[config.mk]
export PLATFORM = sky130hd
export DESIGN_NAME = encoder
export DESIGN_NICKNAME = d
export VERILOG_FILES = /design/src/rtl/encoder_pkg.sv /design/src/rtl/encoder_prio.sv /design/src/rtl/encoder.sv
export SDC_FILE = /design/constraint.sdc
export NUM_CORES = 1
export LEC_CHECK = 0
export BUFFER_PORTS_ARGS = -buffer_cell sky130_fd_sc_hd__clkbuf_2
export CAP_MARGIN = 30
export CORE_AREA = 10 10 47 49
export CTS_CLUSTER_DIAMETER = 60
export DETAILED_ROUTE_END_ITERATION = 12
export DIE_AREA = 0 0 57 59
export GPL_TIMING_DRIVEN = 0
export PLACE_DENSITY = 0.41
export SYNTH_ARGS = -nofsm -noshare
export SYNTH_HDL_FRONTEND = slang
export SYNTH_SLANG_ARGS = --single-unit
[constraint.sdc]
create_clock -name clk -period 3.2 [get_ports clk]
set_clock_uncertainty 0.1 [all_clocks]
set_input_delay 0.16 -clock clk [delete_from_list [all_inputs] [get_ports clk]]
set_output_delay 0.16 -clock clk [all_outputs]
set_load 0.005 [all_outputs]
[src/rtl/encoder_pkg.sv]
// Shared constants and helpers for the registered priority encoder.
// The default widths and the multi-hot test live here so that every user agrees on them.
package encoder_pkg;

   localparam int DEFAULT_IN_W  = 4;
   localparam int DEFAULT_OUT_W = $clog2(DEFAULT_IN_W);

   // A request vector counts as multi-hot once this many bits are set.
   localparam int MULTI_MIN = 2;

   function automatic logic is_multi(input int unsigned pop_count);
      return (pop_count >= MULTI_MIN);
   endfunction

endpackage

[src/rtl/encoder_prio.sv]
// Combinational core: index of the most-significant set bit, plus any/multi flags.
// This block holds no state; the enclosing encoder registers every result.
module encoder_prio
   import encoder_pkg::*;
#(
   parameter int IN_W  = DEFAULT_IN_W,
   parameter int OUT_W = $clog2(IN_W)
) (
   input  logic [IN_W-1:0]  Y,
   output logic [OUT_W-1:0] idx,
   output logic             any,
   output logic             multi
);

   int unsigned pop;

   // Scanning upward lets the last set bit seen, which is the MSB, win the index.
   always_comb begin
      idx = '0;
      any = 1'b0;
      pop = 0;
      for (int i = 0; i < IN_W; i++) begin
         if (Y[i]) begin
            idx = OUT_W'(i);
            any = 1'b1;
            pop = pop + 1;
         end
      end
      multi = is_multi(pop);
   end

endmodule

[src/rtl/encoder.sv]
// Registered priority encoder: the result of Y is captured on enabled edges,
// so A/valid/multi always come straight from flip-flops with one cycle of latency.
module encoder
   import encoder_pkg::*;
#(
   parameter int IN_W  = DEFAULT_IN_W,
   parameter int OUT_W = $clog2(IN_W)
) (
   input  logic             clk,
   input  logic             rst,
   input  logic             en,
   input  logic [IN_W-1:0]  Y,
   output logic [OUT_W-1:0] A,
   output logic             valid,
   output logic             multi
);

   logic [OUT_W-1:0] nxt_idx;
   logic             nxt_any;
   logic             nxt_multi;

   encoder_prio #(
      .IN_W  (IN_W),
      .OUT_W (OUT_W)
   ) u_prio (
      .Y     (Y),
      .idx   (nxt_idx),
      .any   (nxt_any),
      .multi (nxt_multi)
   );

   // Reset wins over enable; with enable low the last captured result is held.
   always_ff @(posedge clk) begin
      if (rst) begin
         A     <= '0;
         valid <= 1'b0;
         multi <= 1'b0;
      end else if (en) begin
         A     <= nxt_idx;
         valid <= nxt_any;
         multi <= nxt_multi;
      end
   end

endmodule

-- Yosys cells after proc, flatten, opt, wreduce, memory -nomap -nowiden
Index checks and enable logic that the tools add are counted.
- flip-flop bits (word level): 4
- input bits: 7
- output and inout port bits: 4
- word-level logic and storage cells: 18
- add/subtract/negate cells: 3
- magnitude comparators: 1
- muxes and demuxes: 11
- operator list (operator ; count):
    $mux 32 ; 3
    $add 32x1->32 const B ; 2
    $ge 32x2->1 const B ; 1
    $mux 1 ; 6
    $mux 2 ; 2
    $add 1x1->2 const B ; 1

-- Longest topological paths before layout
Gate-level depths: netlist of run 1.
- depth after elaboration: 8
- depth in mapped cells: 8
- depth with buffers taken out: 8

-- Modules after synthesis
A second synthesis of run 1 with hierarchy kept.
- cell total of the unflattened synthesis: 31
- area, all modules: 275.3 sq um
- modules (own cells, without submodules) (module ; times used ; cells each ; area an instance (sq um) ; seq. area each (sq um)):
    encoder ; 1 ; 13 ; 140.1 ; 80.1
    encoder_prio ; 1 ; 18 ; 135.1 ; 0.0

-- Least setup slack after synthesis of run 1
OpenSTA, ideal clock, no wires.
- path kind: input port to flip-flop
- start: input Y[0]
- end: register multi
- library setup time: 0.135 ns
- arrival time: 1.484 ns
- data required time: 2.965 ns
- slack: 1.481 ns
- cell stages on the path: 8
- path buffers: 0
- path through: inv_1 ha_1 and2b_1 or2_2 ha_1 or2b_1 o31ai_2 a311oi_2
- cells in the longest elaborated chain, start to end: 8
- ends and longest elaborated chain (what ; line ; RTL):
    start, declared ; encoder.sv:12 ; input logic [IN_W-1:0] Y,
    $mux 1 (*) ; encoder_prio.sv:23 ; if (Y[i]) begin
    $add 1x1->2 ; encoder_prio.sv:26 ; pop = pop + 1;
    $mux 32 (*) ; encoder_prio.sv:23 ;
    $add 32x1->32 ; encoder_prio.sv:26 ;
    $mux 32 (*) ; encoder_prio.sv:23 ;
    $add 32x1->32 ; encoder_prio.sv:26 ;
    $mux 32 (*) ; encoder_prio.sv:23 ;
    $ge 32x2->1 (*) ; encoder_pkg.sv:12 ; return (pop_count >= MULTI_MIN);
    end signal, assigned ; encoder.sv:41 ; multi <= nxt_multi;
    end, declared ; encoder.sv:15 ; output logic multi
Mark *: on every way between the ends. The rest lies on a longest branch, timed or not.
A chain may end at the register's enable or synchronous reset.

-- Worst setup path in the final report of run 1
- start: input Y[1]
- end: register multi
- cells in the longest elaborated chain, start to end: 6
- ends and longest elaborated chain (what ; line):
    $mux 32 (*) ; encoder_prio.sv:23
    $add 32x1->32 ; encoder_prio.sv:26
    $mux 32 (*) ; encoder_prio.sv:23
    $add 32x1->32 ; encoder_prio.sv:26
    $mux 32 (*) ; encoder_prio.sv:23
    $ge 32x2->1 (*) ; encoder_pkg.sv:12
Marks and branches as above.

==> metrics.md, run 1 <==
| Metric | Value |
|---|---|
| Via density | 4.22 |
| Post-Place Worst Slack | 1.26 ns |
| Final Max Tran Viols | 0 |
| Worst-Skew Late Latency | 0.23 ns |
| Synth area leaders | dfxtp_1 29%, ha_1 18%, nor2_1 6.8% |
| Crit-path max cell delay | 0.30 ns |
| Number of post-CTS setup repair buffers | 0 |
| Register bit total from synthesis | 4 |
| PortBufs | 9 |
| Psw | 37.8 uW |
| Post-route ant nets | 0 |
| First-pass GRT wire length | 1.05 mm |
| Yosys top cell area share | 0.291 |
| Grt total ovfl | 0 |
| Critical path launch point type | input port |
| Mapped Nets | 42 |
| Count leader, synth | nor2_1 |
| DR pass1 iterations | 3 |
| Clk root buf | clkbuf_4 |
| Initial antenna violation count | 0 |
| Seq/Total Area, Yosys | 0.291 |
| Post-synth EDFFs | 0 |
| # nets final | 56 |
| Routability cong. | 0.665 |
| Top delay family on crit path | simple AND/OR/NAND/NOR gates |
| Total core area | 1400 um2 |
| Hold Crit Class | input port to register |
| Gates resized, CTS repair | 0 |
| Die Area | 3360 um2 |
| Iter 0 DRT Violations | 5 |
| Final wirelength | 612 um |
| Top-Level Pins | 11 |
| Antenna Cells | 0 |
| Ys Warns | 0 |
| Final Hold Fails | 0 |
| Row Count | 14 |
| Worst vdd ir | 0.0000891 V |
| TritonCTS Buffers | 3 |
| Crit Path Max Fanout | 4 |
| Seq pwr share | 0.374 |
| Chip height | 59 um |
| Final worst slack | 1.51 ns |
| R2R setup slack | 2.43 ns |
| P_int | 113 uW |
| Critical path cell sequence | clkbuf_2, inv_1, ha_1, and2b_1, or2_2, ha_1, or2b_1, o31ai_2, a311oi_2 |
| Pin count of the biggest net entering global routing | 9 |
| Placed insts | 56 |
| CTS max path bufs | 2 |
| CP arrival | 1.69 ns |
| Clk pwr share | 0.402 |
| # setup viols final | 0 |
| Crit path kind | input port to register |
| Clk sinks | 4 |
| Pleak | 0.180 nW |
| Slew @ Worst Pin | 0.238 ns |
| Layout Cells excl Fill | 59 |
| RSZ-0062 raised after global routing | false |
| Power Total | 150 uW |
| Area Growth Syn to Fin | 31.8% |
| Via count | 249 |
| Fill cells | 170 |
| Fin crit period | 1.69 ns |
| Synth Area per Inst | 8.88 um2 |
| Power Density | 414 nW/um2 |
| Ys flop type | dfxtp_1 |
| DRC | 0 |
| CTS clock-pin slew for the worst setup and hold paths | 0.03 ns |
| Status | complete, no violations |
| Largest area contributor in the netlist | dfxtp_1 |
| Comb pwr share | 0.224 |
| Mapped Area | 275 um2 |
| Layout cells sized above 1 | 0.372 |
| Total Routing Usage GR | 0.0407 |
| WL per Instance | 10.4 um |
| Initial Utilization | 0.196 |
| Fmax | 0.593 GHz |
| Sw Ratio | 0.251 |
| Hold_ws | 0.0561 ns |
| Die W | 57 um |
| Syn Inst Count | 31 |
| Final period util | 0.527 |
| Setup TNS | 0 ns |
| Cell mode on critical path | ha_1 |
| H-tree depth | 1 |
| Total buffers and inverters traversed by the critical path | 2 |
| Vias in the first global route | 270 |
| Dpl hpwl | 528 um |
| Share of flip-flops with an asynchronous set or reset | 0 |
| Crit. End Element | register |
| Yosys cell types | 18 |
| Worst slew margin | 0.840 |
| TritonCTS clock tree | yes |
| Commonest cells in the netlist | 5 x nor2_1, 4 x dfxtp_1, 4 x ha_1, 3 x inv_1, 2 x a211oi_1 |
| Worst endpoint required time | 3.20 ns |
| Max Cap Viol | 0 |
| Cts hold-fix bufs | 0 |
| Slowest CP cell | or2_2 |
-- metrics by stage --
stage          utilization  instance area [um2]
2_1_floorplan            -                  275
3_3_place_gp         0.243                  340
3_5_place_dp         0.243                  340
4_1_cts              0.259                  363
5_1_grt              0.259                  363
6_report             0.259                  363
-- sequential cells by signal, summed over array words and instances, names as in the netlist --
register  flops
A             2
multi         1
valid         1
-- kinds of logic after synthesis --
| kind of cell | synth area share |
|---|---|
| AND/OR/NAND/NOR | 0.200 |
| AO/OA/AOI/OAI | 0.204 |
| buffers and inverters | 0.0591 |
| adder cells (fa/ha/maj) | 0.182 |
| flip-flops | 0.291 |
| XOR/XNOR | 0.0636 |
-- layout by cell type (no fill, tap or decap), drive strengths merged --
cell / synthesis / routed
a211oi: 2 / 2
a21oi: 1 / 1
a311oi: 2 / 2
and2b: 1 / 1
buf: 1 / 1
clkbuf: 0 / 12
dfxtp: 4 / 4
ha: 4 / 4
inv: 3 / 3
nand2: 1 / 1
nand3: 1 / 1
nor2: 5 / 5
nor2b: 1 / 1
o31ai: 1 / 1
or2: 1 / 1
or2b: 1 / 1
xnor2: 1 / 1
xor2: 1 / 1
-- power by group through the flow --
stage / sequential, mW / clock (mW) / combinational [mW]
finish: 0.0563 / 0.0604 / 0.0337
global route: 0.0566 / 0.0682 / 0.0394
CTS: 0.0563 / 0.0642 / 0.0348
detailed placement: 0.0569 / 0 / 0.0347
global placement: 0.0570 / 0 / 0.0342
floorplan: 0.0574 / 0 / 0.0204
-- worst register-to-register path: cells and delay by family (launching register included) --
family,cells,cell delay [ns]
and+or+nand+nor,1,0.05
AOI/OAI and AO/OA,1,0.22
DFF,1,0.32
-- routing by layer --
layer	global-route usage	routed length, um	vias up
li1	-	-	129
met1	0.0464	319	109
met2	0.0465	228	11
met3	0.0279	65	0
met4	0.0403	0	0
met5	0	0	-
-- layout make-up --
| type | count | area [um2] | area share |
|---|---|---|---|
| multi-input combinational | 23 | 179 | 0.493 |
| sequential | 4 | 80.1 | 0.221 |
| timing repair buffer | 9 | 45.0 | 0.124 |
| clock buffer | 3 | 22.5 | 0.0621 |
| tap | 16 | 20.0 | 0.0552 |
| inverter | 3 | 11.3 | 0.0310 |
| buffer | 1 | 5.00 | 0.0138 |
-- final timing paths --
path | start | end | cells past startpoint
hold / removal | rst | multi | 2
setup reg to reg | multi | multi | 2
setup / recovery | Y[1] | multi | 9
hold reg to reg | valid | valid | 2
(Power assumes the default switching activity.)
==> run 2, diff against run 1 <==
--- a/config.mk
+++ b/config.mk
@@ -5,6 +5,7 @@
 export SDC_FILE = /design/constraint.sdc
 export NUM_CORES = 1
 export LEC_CHECK = 0
+export ABC_AREA = 1
 export BUFFER_PORTS_ARGS = -buffer_cell sky130_fd_sc_hd__clkbuf_2
 export CAP_MARGIN = 30
 export CORE_AREA = 10 10 47 49
@@ -12,7 +13,7 @@
 export DETAILED_ROUTE_END_ITERATION = 12
 export DIE_AREA = 0 0 57 59
 export GPL_TIMING_DRIVEN = 0
-export PLACE_DENSITY = 0.41
+export PLACE_DENSITY = 0.4
 export SYNTH_ARGS = -nofsm -noshare
 export SYNTH_HDL_FRONTEND = slang
 export SYNTH_SLANG_ARGS = --single-unit
==> constraint.sdc (replaced) <==
create_clock -name clk -period 1.7 [get_ports clk]
set_clock_uncertainty 0.1 [all_clocks]
set_input_delay 0.085 -clock clk [delete_from_list [all_inputs] [get_ports clk]]
set_output_delay 0.085 -clock clk [all_outputs]
set_load 0.005 [all_outputs]
==> run 2 against run 1 <==
Compared with the run above:
- sequential cell count unchanged
- critical path type unchanged
- utilization is 0.089 points lower
- combinational power rose by 74%
- final area fell by 0.34%
- power up 87%
==> metrics.md, run 2 <==
| Metric | Value |
|---|---|
| Most common cell after layout, fill and taps aside | clkbuf_2 |
| Post-route ant nets | 0 |
| Worst endpoint required time | 1.72 ns |
| Hold Crit Class | input port to register |
| Die Area | 3360 um2 |
| First-pass GRT wire length | 1.14 mm |
| Via density | 4.09 |
| Top Layer Used | met3 |
| Seq/Total Area, Yosys | 0.298 |
| Grt total ovfl | 0 |
| H-tree depth | 1 |
| Final period util | 0.763 |
| Syn Inst Count | 37 |
| Commonest cells in the netlist | 7 x inv_1, 6 x nand2_1 |
| Max reg flops | 2 |
| Clk sinks | 4 |
| Yosys cell types | 12 |
| Fill cells | 174 |
| Post-synth EDFFs | 0 |
| DRC | 0 |
| Fmax | 0.771 GHz |
| Worst slew margin | 0.894 |
| Synth area leaders | dfxtp_1 30%, ha_1 19%, inv_1 9.8% |
| Crit. End Element | register |
| Max Cap Viol | 0 |
| R2R setup slack | 0.96 ns |
| Largest register by flop count | A |
| Crit path kind | input port to register |
| DR pass1 iterations | 4 |
| Antenna Cells | 0 |
| CP arrival | 1.32 ns |
| Slew @ Worst Pin | 0.157 ns |
| Commonest cells after routing, fill and taps aside | 10 x clkbuf_2, 7 x inv_1, 6 x nand2_1 |
| Die W | 57 um |
| Count leader, synth | inv_1 |
| Worst vdd ir | 0.000173 V |
| Gates resized, CTS repair | 0 |
| Metal2 WL | 268 um |
| Wl on met1 | 283 um |
| Row Count | 14 |
| Power Density | 776 nW/um2 |
| Worst-Skew Late Latency | 0.23 ns |
| CTS max path bufs | 2 |
| Final wirelength | 635 um |
| Setup TNS | 0 ns |
| WL met3 | 83 um |
| Critical path launch point type | input port |
| Number of post-CTS setup repair buffers | 0 |
| Initial antenna violation count | 0 |
| Vias in the first global route | 313 |
| Total Routing Usage GR | 0.0454 |
| Pleak | 0.198 nW |
| Register bit total from synthesis | 4 |
| Cts hold-fix bufs | 0 |
| Total core area | 1400 um2 |
| Yosys top cell area share | 0.298 |
| TritonCTS clock tree | yes |
| Biggest regs | A (2), multi (1), valid (1) |
| TritonCTS Buffers | 3 |
| Area Growth Syn to Fin | 34.4% |
| Status | complete, no violations |
| Final Hold Fails | 0 |
| Mapped Area | 269 um2 |
| Final Max Tran Viols | 0 |
| Iter 0 DRT Violations | 7 |
| Fin crit period | 1.30 ns |
| WL per Instance | 9.62 um |
| CTS clock-pin slew for the worst setup and hold paths | 0.04 ns |
| Largest area contributor in the netlist | dfxtp_1 |
| Ys flop type | dfxtp_1 |
| Dpl hpwl | 536 um |
| Ys Warns | 0 |
| # setup viols final | 0 |
| Layout cells sized above 1 | 0.260 |
| Clk root buf | clkbuf_4 |
| Top-Level Pins | 11 |
| Hold_ws | 0.0331 ns |
| RSZ-0062 raised after global routing | false |
| Share of flip-flops with an asynchronous set or reset | 0 |
| Pin count of the biggest net entering global routing | 9 |
| Crit Path Max Fanout | 3 |
| Chip height | 59 um |
| PortBufs | 10 |
| Via count | 270 |
| # nets final | 63 |
| Mapped Nets | 48 |
| Synth Area per Inst | 7.27 um2 |
| Routability cong. | 0.693 |
| Initial Utilization | 0.192 |
## run 2: final timing paths
| kind | cells after the start | startpoint | endpoint |
|---|---|---|---|
| min | 2 | en | A[0] |
| max reg2reg | 2 | valid | valid |
| max | 9 | Y[0] | multi |
| min reg2reg | 2 | multi | multi |
## run 2: area by class of cell
cell class	instances	area (um2)	share of cell area
clock buffers	3	22.5	0.0623
inverters	7	26.3	0.0727
multi-input cells	26	163	0.450
flip-flops and latches	4	80.1	0.221
well taps	16	20.0	0.0554
repair buffers	10	50.0	0.138
## run 2: routing by layer
layer,vias to the layer above,global-route usage
met5,-,0
met2,8,0.0620
met1,114,0.0356
li1,148,-
met3,0,0.0300
met4,0,0.0705
## run 2: report_power, final
part	internal, mW	switching, mW	total, mW
logic	0.0271	0.0314	0.0585
registers	0.102	0.00322	0.105
clock network	0.0789	0.0378	0.117
## run 2: kinds of logic (layout without fill, tap and decap cells)
| family | Yosys count | in the layout | share of synthesized area |
|---|---|---|---|
| AOI/OAI and AO/OA | 9 | 9 | 0.209 |
| and+or+nand+nor | 12 | 12 | 0.177 |
| buffers and inverters | 7 | 20 | 0.0977 |
| xor gates and xnor gates | 1 | 1 | 0.0326 |
| DFF | 4 | 4 | 0.298 |
| adders and majority gates | 4 | 4 | 0.186 |
## run 2: critical path, stage by stage
cell	delay (ns)
clkbuf_2	0.10
inv_1	0.04
ha_1	0.31
xor2_1	0.15
ha_1	0.27
a21boi_0	0.15
nand2_1	0.07
nor2_1	0.10
nor2_1	0.04
## run 2: through the flow
stage / util / instance area (um2) / power (mW) / worst slack, ns / std cells
final: 0.258 / 362 / 0.281 / 0.403 / 66
after global routing: 0.258 / 362 / 0.307 / 0.230 / 66
after CTS: 0.258 / 362 / 0.290 / 0.388 / 66
after detailed placement: 0.242 / 339 / 0.167 / 0.146 / 63
after global placement: 0.242 / 339 / 0.167 / 0.153 / 63
after floorplan: - / 269 / 0.140 / 0.347 / 37
==> run 3, diff against run 2 <==
==> constraint.sdc (replaced) <==
create_clock -name clk -period 1.28 [get_ports clk]
set_clock_uncertainty 0.1 [all_clocks]
set_input_delay 0.064 -clock clk [delete_from_list [all_inputs] [get_ports clk]]
set_output_delay 0.064 -clock clk [all_outputs]
set_load 0.005 [all_outputs]
==> run 3 against run 2 <==
Compared with the run above:
- global-route usage is 0.56 points lower
- count of clock-buffer cells in the layout stayed put
- via count fell by 2.2%
- combinational power rose by 52%
- wire length fell by 0.63%
- largest power group unchanged
==> metrics.md, run 3 (same netlist as run 2, synthesis figures left out) <==
| Metric | Value |
|---|---|
| CP arrival | 1.23 ns |
| Worst slew margin | 0.895 |
| Worst vdd ir | 0.000240 V |
| Worst endpoint required time | 1.30 ns |
| Clk root buf | clkbuf_4 |
| Final wirelength | 631 um |
| Slew @ Worst Pin | 0.156 ns |
| Initial Utilization | 0.192 |
| Crit Path Max Fanout | 4 |
| DRC | 0 |
| Setup TNS | 0 ns |
| Hold Startpoint | en |
| Max Cap Viol | 0 |
| RSZ-0062 raised after global routing | false |
| Final Hold Fails | 0 |
| Total Routing Usage GR | 0.0398 |
| TritonCTS Buffers | 3 |
| First-pass GRT wire length | 1.06 mm |
| Biggest regs | A (2), multi (1), valid (1) |
| Number of post-CTS setup repair buffers | 0 |
| Initial antenna violation count | 0 |
| Fmax | 0.828 GHz |
| Critical path launch point type | input port |
| Commonest cells after routing, fill and taps aside | 9 x clkbuf_2, 6 x nand2_1, 5 x inv_1 |
| PortBufs | 10 |
| Area Growth Syn to Fin | 42.8% |
| Routability cong. | 0.670 |
| H-tree depth | 1 |
| Fin crit period | 1.21 ns |
| Worst-Skew Late Latency | 0.23 ns |
| # nets final | 63 |
| TritonCTS clock tree | yes |
| Hold Crit Class | input port to register |
| Via density | 4.00 |
| Antenna Cells | 0 |
| Clk sinks | 4 |
| DR pass1 iterations | 4 |
| Die W | 57 um |
| Top-Level Pins | 11 |
| Layout cells sized above 1 | 0.340 |
| Final period util | 0.944 |
| Power Density | 994 nW/um2 |
| Post-route ant nets | 0 |
| # setup viols final | 0 |
| Crit path kind | input port to register |
| Chip height | 59 um |
| Layout Utilization | 0.274 |
| Origin of the critical flop-to-flop path | valid |
| Total core area | 1400 um2 |
| Row Count | 14 |
| CTS clock-pin slew for the worst setup and hold paths | 0.04 ns |
| Max reg flops | 2 |
| CTS max path bufs | 2 |
| Dpl hpwl | 532 um |
| Pin count of the biggest net entering global routing | 9 |
| Largest register by flop count | A |
| Via count | 264 |
| Die Area | 3360 um2 |
| WL per Instance | 9.56 um |
| Most common cell after layout, fill and taps aside | clkbuf_2 |
| Grt total ovfl | 0 |
| Pleak | 0.200 nW |
| Final Max Tran Viols | 0 |
| Crit. End Element | register |
| Worst Setup SP | Y[1] |
| Status | complete, no violations |
| Iter 0 DRT Violations | 2 |
| Vias in the first global route | 273 |
run 3: layout make-up:
class | count | area (um2)
multi-input cells | 26 | 183
fillers | 172 | 1020
inverters | 7 | 26.3
repair buffers | 10 | 52.6
clock buffers | 3 | 22.5
flip-flops and latches | 4 | 80.1
well taps | 16 | 20.0
run 3: critical path, stage by stage:
cell and delay [ns]:
buf_4 0.13, inv_2 0.06, ha_4 0.21, xor2_2 0.16, ha_1 0.29, a21boi_1 0.12, nand2_1 0.06, nor2_1 0.08
nor2_1 0.05
run 3: path summary, 6_finish.rpt:
kind / to / slack (ns) / cells past startpoint
setup reg to reg: valid / 0.54 / 2
setup / recovery: multi / 0.07 / 9
hold / removal: A[0] / 0.02 / 2
hold reg to reg: multi / 0.40 / 2
run 3: metrics by stage:
| stage | setup slack (ns) | power [mW] | hold WS (ns) | std cells | area [um2] |
|---|---|---|---|---|---|
| 4_1_cts | 0.0359 | 0.387 | 0.0187 | 66 | 374 |
| 3_5_place_dp | -0.194 | 0.227 | 0.261 | 63 | 352 |
| 3_3_place_gp | -0.207 | 0.228 | 0.264 | 63 | 352 |
| 2_1_floorplan | 0.00869 | 0.191 | 0.0642 | 37 | 282 |
| 6_report | 0.0718 | 0.382 | 0.0213 | 66 | 384 |
| 5_1_grt | 0.00586 | 0.419 | 0.0272 | 66 | 384 |
run 3: what timing repair did:
item / in CTS / in global routing
gates resized for setup: 0 / 4
endpoints found under the setup margin: 0 / 1
hold buffers: 0 / 0
endpoints found under the hold margin: 0 / 0
run 3: where the power goes:
| part | switching (mW) | total, mW | leakage [nW] | internal, mW |
|---|---|---|---|---|
| sequential | 0.00437 | 0.140 | 0.0334 | 0.136 |
| clock | 0.0480 | 0.153 | 0.0138 | 0.105 |
| combinational | 0.0464 | 0.0891 | 0.152 | 0.0427 |
run 3: layer usage:
metal  GRT usage  vias up  wire length (um)
li1            -      146                 -
met1      0.0428      111               309
met2      0.0558        7               294
met3      0.0107        0                27
met4      0.0503        0                 0
met5           0        -                 0
